===== config.mk =====
export PLATFORM = sky130hd
export DESIGN_NAME = board_port_arbiter_flat
export DESIGN_NICKNAME = d
export VERILOG_FILES = /design/src/rtl/board_port_arbiter_if.sv /design/src/rtl/board_port_arbiter.sv /design/src/flat_wrapper.sv
export SDC_FILE = /design/constraint.sdc
export NUM_CORES = 1
export LEC_CHECK = 0
export ABC_AREA = 0
export CAP_MARGIN = 40
export CORE_UTILIZATION = 31
export CTS_CLUSTER_DIAMETER = 120
export DETAILED_ROUTE_END_ITERATION = 8
export PLACE_DENSITY = 0.76
export SYNTH_ARGS = -nofsm -noshare
export SYNTH_HDL_FRONTEND = slang
export SYNTH_SLANG_ARGS = --single-unit

===== constraint.sdc =====
create_clock -name CLOCK_50 -period 3.15 [get_ports CLOCK_50]
set_input_delay 0.945 -clock CLOCK_50 [delete_from_list [all_inputs] [get_ports CLOCK_50]]
set_output_delay 0.945 -clock CLOCK_50 [all_outputs]
set_load 0.05 [all_outputs]

===== src/rtl/board_port_arbiter_if.sv =====
// board_port_arbiter_if
//  Bundles the three requester ports, the shared read-return bus and the
//  board RAM port of board_port_arbiter.
//  slave  : arbiter side (takes requests, drives readys/rvalid/rdata and mem_*)
//  master : requester side (drives requests, observes readys/rvalid/rdata)
//  ram    : board RAM side (observes mem_*, drives mem_rdata)
//  reqN_* : N=0 gamelogic, 1 line-clear, 2 painter
interface board_port_arbiter_if;
  logic       req0_valid, req1_valid, req2_valid;
  logic       req0_we,    req1_we,    req2_we;
  logic [3:0] req0_x,     req1_x,     req2_x;
  logic [4:0] req0_y,     req1_y,     req2_y;
  logic       req0_wdata, req1_wdata, req2_wdata;
  logic       req0_ready, req1_ready, req2_ready;
  logic       req0_lock;
  logic [2:0] rvalid;
  logic       rdata;
  logic       mem_en;
  logic       mem_we;
  logic [3:0] mem_x;
  logic [4:0] mem_y;
  logic       mem_wdata;
  logic       mem_rdata;

  modport slave (
    input  req0_valid, req1_valid, req2_valid,
    input  req0_we, req1_we, req2_we,
    input  req0_x, req1_x, req2_x,
    input  req0_y, req1_y, req2_y,
    input  req0_wdata, req1_wdata, req2_wdata,
    input  req0_lock,
    output req0_ready, req1_ready, req2_ready,
    output rvalid, rdata,
    output mem_en, mem_we, mem_x, mem_y, mem_wdata,
    input  mem_rdata
  );

  modport master (
    output req0_valid, req1_valid, req2_valid,
    output req0_we, req1_we, req2_we,
    output req0_x, req1_x, req2_x,
    output req0_y, req1_y, req2_y,
    output req0_wdata, req1_wdata, req2_wdata,
    output req0_lock,
    input  req0_ready, req1_ready, req2_ready,
    input  rvalid, rdata
  );

  modport ram (
    input  mem_en, mem_we, mem_x, mem_y, mem_wdata,
    output mem_rdata
  );
endinterface


===== src/rtl/board_port_arbiter.sv =====
// board_port_arbiter
//  Shares the single-port 10x20 playfield board RAM between gamelogic (0),
//  line-clear (1) and the VGA painter (2). One access is granted per cycle,
//  read data comes back RD_LAT cycles later tagged one-hot to its issuer, and
//  gamelogic can lock the port for atomic read-modify-write sequences.
//  Ports:
//    CLOCK_50 : system clock, all state on posedge
//    reset    : asynchronous active-high, clears all state
//    bus      : board_port_arbiter_if.slave (requests, readys, rvalid/rdata, RAM port)
//
//  state     | meaning
//  ST_OPEN   | normal arbitration: starved painter, gamelogic, then line-clear/painter round-robin
//  ST_LOCKED | gamelogic owns the port; nobody else is granted until lock is sampled low
module board_port_arbiter #(
  parameter int RD_LAT     = 1,
  parameter int STARVE_MAX = 15,
  parameter int STARVE_W   = 4
) (
  input logic                CLOCK_50,
  input logic                reset,
  board_port_arbiter_if.slave bus
);

  typedef enum logic {ST_OPEN, ST_LOCKED} state_t;

  localparam logic [STARVE_W-1:0] STARVE_LIM = STARVE_W'(STARVE_MAX);

  state_t              state, state_nxt;
  logic                rr_ptr, rr_ptr_nxt;   // 0: line-clear wins a tie, 1: painter wins
  logic [STARVE_W-1:0] starve_cnt, starve_nxt;
  logic [2:0]          gnt;
  logic                acc;
  logic [1:0]          sel_id;
  logic                sel_we;
  logic [3:0]          sel_x;
  logic [4:0]          sel_y;
  logic                sel_wdata;
  logic                in_range;

  logic [RD_LAT-1:0]   pipe_v;
  logic [RD_LAT-1:0]   pipe_ir;
  logic [1:0]          pipe_id [RD_LAT];

  // Grant selection and next-state
  always_comb begin
    gnt        = 3'b000;
    rr_ptr_nxt = rr_ptr;
    state_nxt  = state;
    if (!reset) begin
      if (state == ST_LOCKED) begin
        if (bus.req0_valid) gnt = 3'b001;
      end else if (bus.req2_valid && (starve_cnt >= STARVE_LIM)) begin
        gnt = 3'b100;
      end else if (bus.req0_valid) begin
        gnt = 3'b001;
      end else if (bus.req1_valid && bus.req2_valid) begin
        gnt        = rr_ptr ? 3'b100 : 3'b010;
        rr_ptr_nxt = !rr_ptr;
      end else if (bus.req1_valid) begin
        gnt        = 3'b010;
        rr_ptr_nxt = 1'b1;
      end else if (bus.req2_valid) begin
        gnt        = 3'b100;
        rr_ptr_nxt = 1'b0;
      end
    end
    case (state)
      ST_OPEN:   if (gnt[0] && bus.req0_lock) state_nxt = ST_LOCKED;
      ST_LOCKED: if (!bus.req0_lock)          state_nxt = ST_OPEN;
      default:   state_nxt = ST_OPEN;
    endcase
  end

  // Painter starvation counter: counts only while the painter is waiting
  always_comb begin
    starve_nxt = starve_cnt;
    if (!bus.req2_valid || gnt[2])
      starve_nxt = '0;
    else if (starve_cnt != '1)
      starve_nxt = starve_cnt + STARVE_W'(1);
  end

  always_ff @(posedge CLOCK_50 or posedge reset) begin
    if (reset) begin
      state      <= ST_OPEN;
      rr_ptr     <= 1'b0;
      starve_cnt <= '0;
    end else begin
      state      <= state_nxt;
      rr_ptr     <= rr_ptr_nxt;
      starve_cnt <= starve_nxt;
    end
  end

  // Accepted request mux
  always_comb begin
    sel_id    = 2'd0;
    sel_we    = 1'b0;
    sel_x     = 4'd0;
    sel_y     = 5'd0;
    sel_wdata = 1'b0;
    if (gnt[0]) begin
      sel_id = 2'd0; sel_we = bus.req0_we; sel_x = bus.req0_x;
      sel_y  = bus.req0_y; sel_wdata = bus.req0_wdata;
    end else if (gnt[1]) begin
      sel_id = 2'd1; sel_we = bus.req1_we; sel_x = bus.req1_x;
      sel_y  = bus.req1_y; sel_wdata = bus.req1_wdata;
    end else if (gnt[2]) begin
      sel_id = 2'd2; sel_we = bus.req2_we; sel_x = bus.req2_x;
      sel_y  = bus.req2_y; sel_wdata = bus.req2_wdata;
    end
  end

  assign acc            = |gnt;
  assign in_range       = (sel_x <= 4'd9) && (sel_y <= 5'd19);
  assign bus.req0_ready = gnt[0];
  assign bus.req1_ready = gnt[1];
  assign bus.req2_ready = gnt[2];

  // Out-of-range accesses are accepted but never reach the RAM
  assign bus.mem_en    = acc && in_range;
  assign bus.mem_we    = bus.mem_en && sel_we;
  assign bus.mem_x     = acc ? sel_x : 4'd0;
  assign bus.mem_y     = acc ? sel_y : 5'd0;
  assign bus.mem_wdata = bus.mem_we && sel_wdata;

  // Read return pipeline, aligned with the RAM read latency
  always_ff @(posedge CLOCK_50 or posedge reset) begin
    if (reset) begin
      pipe_v  <= '0;
      pipe_ir <= '0;
      for (int i = 0; i < RD_LAT; i++) pipe_id[i] <= 2'd0;
    end else begin
      pipe_v[0]  <= acc && !sel_we;
      pipe_ir[0] <= in_range;
      pipe_id[0] <= sel_id;
      for (int i = 1; i < RD_LAT; i++) begin
        pipe_v[i]  <= pipe_v[i-1];
        pipe_ir[i] <= pipe_ir[i-1];
        pipe_id[i] <= pipe_id[i-1];
      end
    end
  end

  assign bus.rvalid = pipe_v[RD_LAT-1] ? (3'b001 << pipe_id[RD_LAT-1]) : 3'b000;
  assign bus.rdata  = pipe_v[RD_LAT-1] && pipe_ir[RD_LAT-1] && bus.mem_rdata;

endmodule


===== src/flat_wrapper.sv =====
// flat-port wrapper written by rule: the top's interface ports become plain ports
module board_port_arbiter_flat 
#(
  parameter int RD_LAT     = 1,
  parameter int STARVE_MAX = 15,
  parameter int STARVE_W   = 4
)
  (CLOCK_50, reset, bus_req0_valid, bus_req1_valid, bus_req2_valid, bus_req0_we, bus_req1_we, bus_req2_we, bus_req0_x, bus_req1_x, bus_req2_x, bus_req0_y, bus_req1_y, bus_req2_y, bus_req0_wdata, bus_req1_wdata, bus_req2_wdata, bus_req0_lock, bus_req0_ready, bus_req1_ready, bus_req2_ready, bus_rvalid, bus_rdata, bus_mem_en, bus_mem_we, bus_mem_x, bus_mem_y, bus_mem_wdata, bus_mem_rdata);
  board_port_arbiter_if bus_i ();
  input logic CLOCK_50;
  input logic reset;
  input wire logic [$bits(bus_i.req0_valid)-1:0] bus_req0_valid;
  input wire logic [$bits(bus_i.req1_valid)-1:0] bus_req1_valid;
  input wire logic [$bits(bus_i.req2_valid)-1:0] bus_req2_valid;
  input wire logic [$bits(bus_i.req0_we)-1:0] bus_req0_we;
  input wire logic [$bits(bus_i.req1_we)-1:0] bus_req1_we;
  input wire logic [$bits(bus_i.req2_we)-1:0] bus_req2_we;
  input wire logic [$bits(bus_i.req0_x)-1:0] bus_req0_x;
  input wire logic [$bits(bus_i.req1_x)-1:0] bus_req1_x;
  input wire logic [$bits(bus_i.req2_x)-1:0] bus_req2_x;
  input wire logic [$bits(bus_i.req0_y)-1:0] bus_req0_y;
  input wire logic [$bits(bus_i.req1_y)-1:0] bus_req1_y;
  input wire logic [$bits(bus_i.req2_y)-1:0] bus_req2_y;
  input wire logic [$bits(bus_i.req0_wdata)-1:0] bus_req0_wdata;
  input wire logic [$bits(bus_i.req1_wdata)-1:0] bus_req1_wdata;
  input wire logic [$bits(bus_i.req2_wdata)-1:0] bus_req2_wdata;
  input wire logic [$bits(bus_i.req0_lock)-1:0] bus_req0_lock;
  output wire logic [$bits(bus_i.req0_ready)-1:0] bus_req0_ready;
  output wire logic [$bits(bus_i.req1_ready)-1:0] bus_req1_ready;
  output wire logic [$bits(bus_i.req2_ready)-1:0] bus_req2_ready;
  output wire logic [$bits(bus_i.rvalid)-1:0] bus_rvalid;
  output wire logic [$bits(bus_i.rdata)-1:0] bus_rdata;
  output wire logic [$bits(bus_i.mem_en)-1:0] bus_mem_en;
  output wire logic [$bits(bus_i.mem_we)-1:0] bus_mem_we;
  output wire logic [$bits(bus_i.mem_x)-1:0] bus_mem_x;
  output wire logic [$bits(bus_i.mem_y)-1:0] bus_mem_y;
  output wire logic [$bits(bus_i.mem_wdata)-1:0] bus_mem_wdata;
  input wire logic [$bits(bus_i.mem_rdata)-1:0] bus_mem_rdata;
  assign bus_i.req0_valid = bus_req0_valid;
  assign bus_i.req1_valid = bus_req1_valid;
  assign bus_i.req2_valid = bus_req2_valid;
  assign bus_i.req0_we = bus_req0_we;
  assign bus_i.req1_we = bus_req1_we;
  assign bus_i.req2_we = bus_req2_we;
  assign bus_i.req0_x = bus_req0_x;
  assign bus_i.req1_x = bus_req1_x;
  assign bus_i.req2_x = bus_req2_x;
  assign bus_i.req0_y = bus_req0_y;
  assign bus_i.req1_y = bus_req1_y;
  assign bus_i.req2_y = bus_req2_y;
  assign bus_i.req0_wdata = bus_req0_wdata;
  assign bus_i.req1_wdata = bus_req1_wdata;
  assign bus_i.req2_wdata = bus_req2_wdata;
  assign bus_i.req0_lock = bus_req0_lock;
  assign bus_req0_ready = bus_i.req0_ready;
  assign bus_req1_ready = bus_i.req1_ready;
  assign bus_req2_ready = bus_i.req2_ready;
  assign bus_rvalid = bus_i.rvalid;
  assign bus_rdata = bus_i.rdata;
  assign bus_mem_en = bus_i.mem_en;
  assign bus_mem_we = bus_i.mem_we;
  assign bus_mem_x = bus_i.mem_x;
  assign bus_mem_y = bus_i.mem_y;
  assign bus_mem_wdata = bus_i.mem_wdata;
  assign bus_i.mem_rdata = bus_mem_rdata;
  board_port_arbiter #(.RD_LAT(RD_LAT), .STARVE_MAX(STARVE_MAX), .STARVE_W(STARVE_W)) u_core (.CLOCK_50(CLOCK_50), .reset(reset), .bus(bus_i));
endmodule

Word-level counts from Yosys, hierarchy flattened
Cells that the tools add are included.
{"block": "totals", "inputBits": 40, "register_bits": 10, "output_inout_bits": 19}
{"block": "classes", "reduce_logical": 18, "addsub": 1, "n_shift": 1, "eq_ne": 1, "n_mux": 35, "order_cmp": 3, "bitwise_logic": 4}
{"cell": "2-to-1 mux 3 bit", "n": 9}
{"cell": "2-to-1 mux 4 bit", "n": 6}
{"cell": "2-to-1 mux 5 bit", "n": 4}
{"cell": "2-to-1 mux 1 bit", "n": 12}
{"cell": "logical AND 1 bit", "n": 10}
{"cell": "2-to-1 mux 2 bit", "n": 3}
{"cell": "<= comparator 5 bit (second input constant)", "n": 1}
{"cell": "AND reduction 5 bit", "n": 1}
{"cell": "adder 4 x 1 -> 4 bit (second input constant)", "n": 1}
{"cell": "greater-or-equal comparator 4 bit (second input constant)", "n": 1}
{"cell": "<= comparator 4 bit (second input constant)", "n": 1}
{"cell": "inequality test 4 bit (second input constant)", "n": 1}
{"cell": "NOT 1 bit", "n": 4}
{"cell": "logical NOT 1 bit", "n": 3}
{"cell": "nonzero test 3 bit", "n": 1}
{"cell": "OR reduction 3 bit", "n": 1}
{"cell": "<< shifter 1 x 2 -> 3 bit (first input constant)", "n": 1}
{"cell": "case mux 1 bit (2 select lines)", "n": 1}
{"cell": "nonzero test 2 bit", "n": 1}
{"cell": "logical OR 1 bit", "n": 1}

Logic depth before layout (Yosys ltp)
{"block": "logic_depth", "ltp_word": 15, "ltp_mapped": 8, "mapped_depth_nobuf": 7}

Worst setup path before layout
No wires, ideal clock.
{"block": "synth_path", "path_kind": "input to output", "start": "input port bus_req0_valid", "end": "output port bus_mem_en", "path_slack_ns": -1.042, "n_path_buf": 1, "path_stages": 7, "t_arrival_ns": 3.247, "cell_sequence": "buf_4 > nand2b_1 > o21ai_2 > a22oi_1 > o21ai_0 > o2bb2ai_2 > nor2_1"}
{"block": "synth_via", "elab_chain_cells": 10, "word_cells_on_any_way": 16, "classes_between": "order compare: 2; mux: 11; reduce/logical: 3"}
{"element": "from (decl)", "line": "flat_wrapper.sv:12", "text": "input wire logic [$bits(bus_i.req0_valid)-1:0] bus_req0_valid;"}
{"element": "2-to-1 mux 3 bit", "line": "board_port_arbiter.sv:54", "text": "end else if (bus.req0_valid) begin"}
{"element": "2-to-1 mux 3 bit", "line": "board_port_arbiter.sv:52", "text": "end else if (bus.req2_valid && (starve_cnt >= STARVE_LIM)) begin"}
{"element": "2-to-1 mux 3 bit (*)", "line": "board_port_arbiter.sv:50", "text": "if (state == ST_LOCKED) begin"}
{"element": "2-to-1 mux 3 bit (*)", "line": "board_port_arbiter.sv:49", "text": "if (!reset) begin"}
{"element": "2-to-1 mux 5 bit / 2-to-1 mux 4 bit (equally long branches)", "line": "board_port_arbiter.sv:108", "text": "end else if (gnt[2]) begin"}
{"element": "2-to-1 mux 5 bit / 2-to-1 mux 4 bit (equally long branches)", "line": "board_port_arbiter.sv:105", "text": "end else if (gnt[1]) begin"}
{"element": "2-to-1 mux 5 bit / 2-to-1 mux 4 bit (equally long branches)", "line": "board_port_arbiter.sv:102", "text": "if (gnt[0]) begin"}
{"element": "<= comparator 5 bit / <= comparator 4 bit (equally long branches)", "line": "board_port_arbiter.sv:115", "text": "assign in_range = (sel_x <= 4'd9) && (sel_y <= 5'd19);"}
{"element": "logical AND 1 bit", "line": "board_port_arbiter.sv:115"}
{"element": "logical AND 1 bit (*)", "line": "board_port_arbiter.sv:121", "text": "assign bus.mem_en = acc && in_range;"}
{"element": "to (decl)", "line": "flat_wrapper.sv:33", "text": "output wire logic [$bits(bus_i.mem_en)-1:0] bus_mem_en;"}
Mark *: on every way between the ends. The rest lies on a longest branch, timed or not.

Final worst setup path
{"block": "layout_path", "start": "input port bus_req1_x[1]", "end": "output port bus_mem_en"}
{"block": "layout_via", "elab_chain_cells": 5}
{"element": "from (decl)", "line": "flat_wrapper.sv:19", "text": "input wire logic [$bits(bus_i.req1_x)-1:0] bus_req1_x;"}
{"element": "2-to-1 mux 4 bit", "line": "board_port_arbiter.sv:105"}
{"element": "2-to-1 mux 4 bit", "line": "board_port_arbiter.sv:102"}
{"element": "<= comparator 4 bit", "line": "board_port_arbiter.sv:115"}
{"element": "logical AND 1 bit", "line": "board_port_arbiter.sv:115"}
{"element": "logical AND 1 bit", "line": "board_port_arbiter.sv:121"}
No other way between the ends.

==> results.cfg <==
[outcome]
outcome = finished with violations
violations = setup timing

[cells_and_area]
nets = 233
syn2layout_area_growth_pct = 151
post-route-util_pct = 82.9
multi_input_area_um2 = 638
layout-drive-gt1-share_pct = 48.4
antenna_cells = 0
regArea_um2 = 250
final_area_um2 = 2070
nFillCells = 143

[detailed_routing]
dr_total_vias = 1246
via_per_inst = 5.66
ant_nets = 0
wire_per_inst_um = 18.2
wirelength_mm = 4.01
remaining_drc_errors = 0
firstDrtPassIters = 6
drtIter0Drc = 78

[clocking]
cts_buffers = 3
ctsLongestPathBuffers = 2
cts_sinks = 10
cts_tree = done
clk_pin_slew_worst_paths_ps = 50
root_buffer = clkbuf_4
cts_max_level = 1
clk_latency_ps = 260

[worst_hold_path]
min_path_type = reg -> reg

[flow_run]
max_cap_viol_count = 0

[yosys]
synth-seq-cells = 10
netlist.area_leader.share_pct = 30.3
synth_area_leader_cell = dfrtp_1
yosys_warnings = 0
async_flop_share_pct = 100
syn_area_um2 = 825
syn_avg_cell_area_um2 = 8.68
syn_nets = 136
synth_top_flop_cell = dfrtp_1
synth_edf_count = 0
yosys-top-cells-count = 10 x dfrtp_1, 9 x nand2_1, 8 x a222oi_1, 8 x inv_1, 8 x nor2_1
synth-seq-area-share_pct = 30.3
postSynthCellCount = 95
synth.area.top_cells = dfrtp_1 30%, a222oi_1 9.7%, nand2_1 4.1%, o211a_1 3.6%, inv_1 3.6%
synth_most_common_cell = dfrtp_1
synth.distinct_cells = 38

[floorplanning]
std_cell_rows = 18
die_w_um = 53.6
ioPinCount = 59
coreArea_um2 = 2500
die_y_um = 53.6
initial_core_util_pct = 33.0
dieArea_um2 = 2870

[timing]
slew_headroom_pct = 66.4
finalMaxSlewViolations = 0
finalCriticalPeriod_ps = 3600
rsz0062_at_grt = true
skew_ps = 0.633
setup_ws_ps = -451
finalCritPeriodShare_pct = 114
fmax_mhz = 278
worst_slew_pin_slew_ps = 502
setup_viol_count_final = 10
hold_viol_final = 0

[critical_path]
cp_max_fo = 3
cp-end-kind = primary output
crit_path_max_incr_delay_ps = 420
critPathTopFamily = buffers and inverters
cp.required_ps = 2200
crit_chain = clkdlybuf4s50_1 > nor2_1 > nor2_1 > a22oi_1 > a211oi_2 > o2bb2ai_4 > buf_12 > nor2_4 > buf_12
startpoint_type = input pin
slowest_stage = clkdlybuf4s50_1
arrival_ps = 2660
path_class = in -> out
path_buf_inv = 3

[placement]
gp_congestion = 0.837
post-dp-hpwl_mm = 2.38
place_area_um2 = 1780
port_buffers = 58

[power_and_ir_drop]
p_leak_nw = 0.917
ir_drop_v = 0.000255
total_power_mw = 0.587
power_density_nw_per_um2 = 283

[global_route]
antenna_found_initial = 0
grt-ovfl-total = 0
grt_pass1_vias = 1135
grt_usage_pct = 25.4
grt_pass1_wl_mm = 5.11
grt_max_degree = 11
[final cells by class]
| class | instances | area share (%) |
|---|---|---|
| repair buffers | 97 | 52.8 |
| inverters | 8 | 1.45 |
| well taps | 30 | 1.81 |
| flip-flops and latches | 10 | 12.1 |
| clock buffers | 3 | 1.09 |
| multi-input cells | 72 | 30.8 |
[power breakdown]
group | total (mW) | switching, mW | internal (mW)
registers | 0.155 | 0.0150 | 0.140
logic | 0.349 | 0.162 | 0.187
clock network | 0.0828 | 0.0389 | 0.0439
[repair_timing]
action	4_1_cts	5_1_grt
gates resized for setup	41	12
hold buffers	0	0
setup endpoints to repair	15	13
pin swaps	14	16
buffers inserted	10	6
[per-layer routing]
metal,GRT usage [%],part of all wire [%]
met1,25.9,35
met4,10.5,4.8
met5,0,0
met2,48.3,53
met3,6.50,7.3
[placed cells by master (no fill, tap or decap), types with 2 or more instances in the layout]
| master | synthesis | final |
|---|---|---|
| a222oi_1 | 8 | 8 |
| a22oi_1 | 3 | 2 |
| and2_1 | 2 | 2 |
| buf_12 | 0 | 18 |
| buf_4 | 1 | 27 |
| buf_6 | 2 | 12 |
| clkbuf_4 | 0 | 3 |
| clkdlybuf4s50_1 | 0 | 38 |
| dfrtp_1 | 10 | 10 |
| inv_1 | 8 | 2 |
| inv_2 | 0 | 6 |
| nand2_1 | 9 | 7 |
| nand3_1 | 5 | 5 |
| nor2_1 | 8 | 6 |
| nor3_1 | 3 | 2 |
| nor3_4 | 0 | 2 |
| nor3b_1 | 2 | 2 |
| o211a_1 | 3 | 2 |
| o21ai_0 | 5 | 3 |
| o21ai_4 | 0 | 3 |
[tightest hold or removal path, delay by kind of cell (launching register included)]
kind | cells | cell delay [ps]
flops | 1 | 390
simple gates | 2 | 140
[sequential cells by signal, summed over array words and instances, names as in the netlist]
name and count:
u_core.pipe_ir 1, u_core.state 1, u_core.starve_cnt 4, u_core.pipe_v 1, u_core.rr_ptr 1, u_core.pipe_id 2
[cells by family (layout without fill, tap and decap cells)]
kind of cell | after synthesis | in the layout | share of synthesized area [%]
AO/OA/AOI/OAI | 28 | 28 | 29.1
adder cells (fa/ha/maj) | 1 | 1 | 1.52
buffers and inverters | 13 | 108 | 8.19
flip-flops | 10 | 10 | 30.3
AND/OR/NAND/NOR | 43 | 43 | 30.8
[per-stage QoR]
step,instances,hold slack [ps],setup TNS (ps),setup slack (ps)
global placement,204,515,-7780,-747
detailed placement,204,527,-8590,-833
global route,220,598,-3220,-504
CTS,217,553,-1690,-298
finish,220,559,-2670,-451
floorplan,95,489,-4040,-699
[path summary, 6_finish.rpt]
check | start | end | slack (ps) | depth (start not counted)
min reg2reg | u_core.starve_cnt[1] | u_core.starve_cnt[1] | 560 | 2
max reg2reg | u_core.starve_cnt[0] | u_core.pipe_ir | 980 | 8
min | u_core.starve_cnt[1] | u_core.starve_cnt[1] | 560 | 2
min in group asynchronous | reset | u_core.state | 880 | 4
max in group asynchronous | reset | u_core.pipe_ir | 2130 | 4
max | bus_req1_x[1] | bus_mem_en | -450 | 9
Power figures use the tool's default switching activity.
==> variant 1: new RTL, same settings <==
`STARVE_MAX` is set to 15 in 2 places; all go to 14.
--- a/src/rtl/board_port_arbiter.sv
+++ b/src/rtl/board_port_arbiter.sv
@@ -13,7 +13,7 @@
 //  ST_LOCKED | gamelogic owns the port; nobody else is granted until lock is sampled low
 module board_port_arbiter #(
   parameter int RD_LAT     = 1,
-  parameter int STARVE_MAX = 15,
+  parameter int STARVE_MAX = 14,
   parameter int STARVE_W   = 4
 ) (
   input logic                CLOCK_50,
--- a/src/flat_wrapper.sv
+++ b/src/flat_wrapper.sv
@@ -2,7 +2,7 @@
 module board_port_arbiter_flat 
 #(
   parameter int RD_LAT     = 1,
-  parameter int STARVE_MAX = 15,
+  parameter int STARVE_MAX = 14,
   parameter int STARVE_W   = 4
 )
   (CLOCK_50, reset, bus_req0_valid, bus_req1_valid, bus_req2_valid, bus_req0_we, bus_req1_we, bus_req2_we, bus_req0_x, bus_req1_x, bus_req2_x, bus_req0_y, bus_req1_y, bus_req2_y, bus_req0_wdata, bus_req1_wdata, bus_req2_wdata, bus_req0_lock, bus_req0_ready, bus_req1_ready, bus_req2_ready, bus_rvalid, bus_rdata, bus_mem_en, bus_mem_we, bus_mem_x, bus_mem_y, bus_mem_wdata, bus_mem_rdata);
Function: same outputs for any inputs over 10 cycles, from zero or initial values and one cycle with reset high; that may be too few to reach the edited logic, so the function may still have changed.
==> variant 1 against the original RTL <==
The flow still finishes with violations (setup timing); final area is 1.3% higher; sequential cell count unchanged; total power up 4.3%; wire length increased by 3.5%; core utilization decreased by 0.39 points; setup slack better by 0.096 ns; synthesized area up 3.5%; critical path depth is 1 lower.
==> variant 1: results (changes against the original RTL) <==
status finished with violations (unchanged); violated checks setup timing (unchanged); gpl congestion 0.927 (was 0.837); count of routing violations after the opening detailed-route iteration 30 (was 78); met3 WL post-DR 350 µm (was 291 µm); largest cells by area after synthesis dfrtp_1, nand2_1, a22oi_1, nor2_1, inv_1 (was dfrtp_1, a222oi_1, nand2_1, o211a_1, inv_1); worst reg2reg path depth 10 (was 8); met1 routed wirelength after detailed routing 1500 µm (was 1400 µm); register area share after synthesis 0.293 (was 0.303); Min Hold Slack 0.570 ns (was 0.559 ns); post-layout net count 247 (was 233); Routed Wire Length 4150 µm (was 4010 µm); launch point of the critical path bus_req1_valid (was bus_req1_x[1]); number of detailed-route iterations in the first pass 7 (was 6); largest fanout of any net on the critical path 6 (was 3); uppermost metal layer occupied by signal nets met4 (unchanged); Fin Setup TNS -2.13 ns (was -2.67 ns); share of post-route cells with drive strength above 1 0.495 (was 0.484); met1 routing resource usage after global routing 0.290 (was 0.259); met3 usage in global routing 0.0778 (was 0.0650); Setup violations, final 12 (was 10); Total GRT Usage 0.276 (was 0.254); Post-Place Worst Slack -0.870 ns (was -0.833 ns); static leakage 0.964 nW (was 0.917 nW); estimated wirelength of the detail-placed design 2500 µm (was 2380 µm); number of cells on the worst hold path 1 (was 2); area of the multi-input gates 684 µm² (was 638 µm²); arrival time reported for the critical path endpoint 2.56 ns (was 2.66 ns); number of vias in the routed layout 1274 (was 1246); start point of the worst hold path u_core.rr_ptr$_DFFE_PP0P_ (was u_core.starve_cnt[1]$_DFFE_PP0P_); reg2reg setup slack 0.90 ns (was 0.98 ns); wire length of the first global-routing pass 5710 µm (was 5110 µm); worst-case hold path end point u_core.rr_ptr$_DFFE_PP0P_ (was u_core.starve_cnt[1]$_DFFE_PP0P_); Worst Tran Pin Value 0.496 ns (was 0.502 ns); Clk pin slew, worst setup/hold paths 0.07 ns (was 0.05 ns); met2 WL post-DR 2260 µm (was 2130 µm); Global Route met2 Usage 0.504 (was 0.483); Cell Area, Placed 1770 µm² (was 1780 µm²); worst setup margin -0.354 ns (was -0.451 ns); final clock skew 0.00270 ns (was 0.000633 ns); most numerous cell types in the synthesized netlist nand2_1, nor2_1, dfrtp_1, inv_1, nor3_1 (was dfrtp_1, nand2_1, a222oi_1, inv_1, nor2_1); count of input and output buffers 58 (unchanged); Mapped Nets 149 (was 136); filler cell count 127 (was 143); Worst IR Drop VDD 0.000252 V (was 0.000255 V)
## variant 1: cell types whose count changed after synthesis, moves of 2 or more
cell / before / now
o21ai_0: 5 / 1
nor2_1: 8 / 12
or2b_1: 0 / 2
and2_1: 2 / 0
nor2b_1: 2 / 0
a22oi_1: 3 / 6
nand2_1: 9 / 19
nor3_1: 3 / 7
inv_1: 8 / 10
a222oi_1: 8 / 2
a21oi_1: 0 / 2
o211a_1: 3 / 0
## variant 1: repair_timing
action | in CTS | in global routing
pin swaps | 12 | 7
buffers inserted | 8 | 7
endpoints found under the setup margin | 15 | 12
gates resized for setup | 52 | 14
endpoints found under the hold margin | 0 | 0
## variant 1: stage by stage
| step | power [W] | instances |
|---|---|---|
| 2_1_floorplan | 0.000287 | 107 |
| 5_1_grt | 0.000634 | 234 |
| 3_5_place_dp | 0.000443 | 217 |
| 6_report | 0.000612 | 234 |
| 3_3_place_gp | 0.000436 | 217 |
| 4_1_cts | 0.000589 | 229 |
## variant 1: cells by family after synthesis
logic type	share of synthesized area
fa+ha+maj	0.0293
buf+inv	0.101
compound gates	0.273
xor+xnor	0.0103
flops	0.293
simple gates	0.293
## variant 1: where the power goes
part | switching, W | leakage, nW | internal [W]
clock | 0.0000465 | 0.0210 | 0.0000703
sequential | 0.0000125 | 0.127 | 0.000140
combinational | 0.000166 | 0.816 | 0.000176
## variant 1: cell type report
| cell class | count | share of cell area |
|---|---|---|
| Timing Repair Buffer | 98 | 0.502 |
| Multi-Input combinational cell | 82 | 0.326 |
| Sequential cell | 10 | 0.119 |
| Inverter | 10 | 0.0179 |
| Tap cell | 30 | 0.0179 |
| Clock buffer | 4 | 0.0173 |
## variant 1: critical path, delay by kind of cell
family	cells	cell delay, ns
AOI/OAI and AO/OA	3	0.86
buffers and inverters	3	0.31
and+or+nand+nor	2	0.44
==> variant 2: new RTL, config.mk and constraints unchanged <==
Without the edit above. `STARVE_W` is set to 4 in 2 places; all go to 6.
--- a/src/rtl/board_port_arbiter.sv
+++ b/src/rtl/board_port_arbiter.sv
@@ -14,7 +14,7 @@
 module board_port_arbiter #(
   parameter int RD_LAT     = 1,
   parameter int STARVE_MAX = 15,
-  parameter int STARVE_W   = 4
+  parameter int STARVE_W   = 6
 ) (
   input logic                CLOCK_50,
   input logic                reset,
--- a/src/flat_wrapper.sv
+++ b/src/flat_wrapper.sv
@@ -3,7 +3,7 @@
 #(
   parameter int RD_LAT     = 1,
   parameter int STARVE_MAX = 15,
-  parameter int STARVE_W   = 4
+  parameter int STARVE_W   = 6
 )
   (CLOCK_50, reset, bus_req0_valid, bus_req1_valid, bus_req2_valid, bus_req0_we, bus_req1_we, bus_req2_we, bus_req0_x, bus_req1_x, bus_req2_x, bus_req0_y, bus_req1_y, bus_req2_y, bus_req0_wdata, bus_req1_wdata, bus_req2_wdata, bus_req0_lock, bus_req0_ready, bus_req1_ready, bus_req2_ready, bus_rvalid, bus_rdata, bus_mem_en, bus_mem_we, bus_mem_x, bus_mem_y, bus_mem_wdata, bus_mem_rdata);
   board_port_arbiter_if bus_i ();
Check against the original RTL: same outputs for any inputs over 10 cycles, from zero or initial values and one cycle with reset high; that may be too few to reach the edited logic, so the function may still have changed.
==> variant 2 against the original RTL <==
The run still ends with setup timing left; first-iteration DRC count down 18%; setup slack got worse by 0.095 ns; wire length increased by 41%; synthesized area up 5.2%; total power increased by 21%; final area increased by 13%; count of clock-buffer cells in the layout is 1 higher; worst hold slack improved by 0.13 ns; sequential cell count is 2 higher; combinational power up 13%; critical endpoint is now bus_mem_we; highest routed layer unchanged.
==> variant 2: results (changes against the original RTL) <==
wire length of the first global-routing pass 7350 µm (was 5110 µm); post-layout net count 249 (was 233); Fin Setup TNS -2.44 ns (was -2.67 ns); register area share after synthesis 0.346 (was 0.303); Min-Delay Path Class reg -> reg (unchanged); antenna violations before repair 0 (unchanged); Clock Latency Late Sink 0.30 ns (was 0.26 ns); Yosys warning total 0 (unchanged); prevailing post-synth register cell dfrtp_1 (unchanged); distinct cell type count after synthesis 32 (was 38); Clk pin slew, worst setup/hold paths 0.09 ns (was 0.05 ns); fraction of registers with async set or reset after synthesis 1.00 (unchanged); switching power total 0.000260 W (was 0.000216 W); Routed Wire Length 5650 µm (was 4010 µm); CP max stage cell a222oi_1 (was clkdlybuf4s50_1); number of vias in the routed layout 1397 (was 1246); CTS root buffer clkbuf_4 (unchanged); Post-Place Worst Slack -0.911 ns (was -0.833 ns); estimated wirelength of the detail-placed design 2640 µm (was 2380 µm); worst rel slew slack 0.629 (was 0.664); largest fanout of any net on the critical path 7 (was 3); Total GRT Usage 0.365 (was 0.254); share of synthesized area spent on multiplexers 0.0231 (was 0); share of synthesized cell area in full adder, half adder and majority cells 0.0144 (was 0.0152); final clock skew 0.0150 ns (was 0.000633 ns); routed via count divided by cell count 5.89 (was 5.66); Worst path top cell family by delay buffers and inverters (unchanged); Setup violations, final 11 (was 10); arrival time reported for the critical path endpoint 2.75 ns (was 2.66 ns); most numerous cell types in the synthesized netlist dfrtp_1, nand2_1, nor2_1 (was dfrtp_1, nand2_1, a222oi_1, inv_1, nor2_1); Inst Count DP 206 (was 204); # diodes 0 (unchanged); count of input and output buffers 58 (unchanged); number of buffers created by CTS 3 (unchanged); parity-gate share of the synthesized area counting xor and xnor cells 0.0202 (was 0); largest cells by area after synthesis dfrtp_1, a22o_1, a21o_1, nand2_1, a222oi_1 (was dfrtp_1, a222oi_1, nand2_1, o211a_1, inv_1); number of detailed-route iterations in the first pass 4 (was 6); Worst IR Drop VDD 0.000300 V (was 0.000255 V); share of the synthesized area in compound gates (AO/OA/AOI/OAI) 0.315 (was 0.291); Largest stage delay, worst path 0.44 ns (was 0.42 ns); Mapped Nets 133 (was 136); static leakage 1.06 nW (was 0.917 nW); gpl congestion 0.806 (was 0.837); Max-cap violations 0 (unchanged); worst setup margin -0.545 ns (was -0.451 ns); number of standard cells after synthesis 92 (was 95); violated checks setup timing (unchanged); count of routing violations after the opening detailed-route iteration 64 (was 78); biggest registers after layout u_core.starve_cnt: 6 flops, u_core.pipe_id: 2 flops (was u_core.starve_cnt: 4 flops, u_core.pipe_id: 2 flops); via count of the first global-routing pass 1469 (was 1135); status finished with violations (unchanged); pin count of the biggest net entering global routing 13 (was 11); H-tree levels 1 (unchanged); Cell Area, Placed 1950 µm² (was 1780 µm²); share of post-route cells with drive strength above 1 0.531 (was 0.484); Clock Path Buffers 2 (unchanged)
[variant 2: metal layers]
layer / global-route usage / wire, µm / up-vias
li1: - / - / 586
met1: 0.365 / 1980 / 677
met2: 0.645 / 2870 / 102
met3: 0.111 / 463 / 32
met4: 0.235 / 323 / 0
met5: 0 / 0 / -
[variant 2: power groups by stage]
stage                     registers [W]  logic [W]  clock network [W]
after floorplan                0.000178   0.000145                  0
after global placement         0.000179   0.000310                  0
after detailed placement       0.000180   0.000317                  0
after CTS                      0.000181   0.000359           0.000126
after global routing           0.000184   0.000408           0.000137
final                          0.000183   0.000394           0.000130
[variant 2: timing repair]
action	in CTS	in global routing
pin swaps	13	13
buffers inserted	27	4
resized for setup	47	17
endpoints found under the setup margin	15	13
[variant 2: area by class of cell]
cell class / instances / area [µm²]
timing repair buffer: 114 / 1240
multi-input combinational: 74 / 721
sequential: 12 / 300
fill: 83 / 216
tap: 30 / 37.5
clock buffer: 4 / 36.3
inverter: 3 / 17.5
[variant 2: worst paths after layout]
check / from / end / slack [ns] / cells past startpoint
setup reg to reg: u_core.starve_cnt[0]$_DFFE_PP0P_ / u_core.pipe_v$_DFF_PP0_ / 0.67 / 10
max in group asynchronous: reset / u_core.starve_cnt[2]$_DFFE_PP0P_ / 2.27 / 3
hold / removal: u_core.state$_DFF_PP0_ / u_core.state$_DFF_PP0_ / 0.69 / 1
hold reg to reg: u_core.state$_DFF_PP0_ / u_core.state$_DFF_PP0_ / 0.69 / 1
min in group asynchronous: reset / u_core.starve_cnt[4]$_DFFE_PP0P_ / 0.71 / 3
setup / recovery: u_core.starve_cnt[0]$_DFFE_PP0P_ / bus_mem_we / -0.55 / 11
[variant 2: logic make-up after synthesis]
kind of cell | Yosys count
AO/OA/AOI/OAI | 31
XOR/XNOR | 2
multiplexers | 2
adder cells (fa/ha/maj) | 1
buffers and inverters | 6
AND/OR/NAND/NOR | 38
flip-flops | 12
[variant 2: stage by stage]
| step | hold slack, ns | util |
|---|---|---|
| after floorplan | 0.506 | - |
| after global placement | 0.574 | 0.758 |
| after detailed placement | 0.588 | 0.758 |
| after CTS | 0.606 | 0.889 |
| after global routing | 0.689 | 0.916 |
| final | 0.688 | 0.916 |
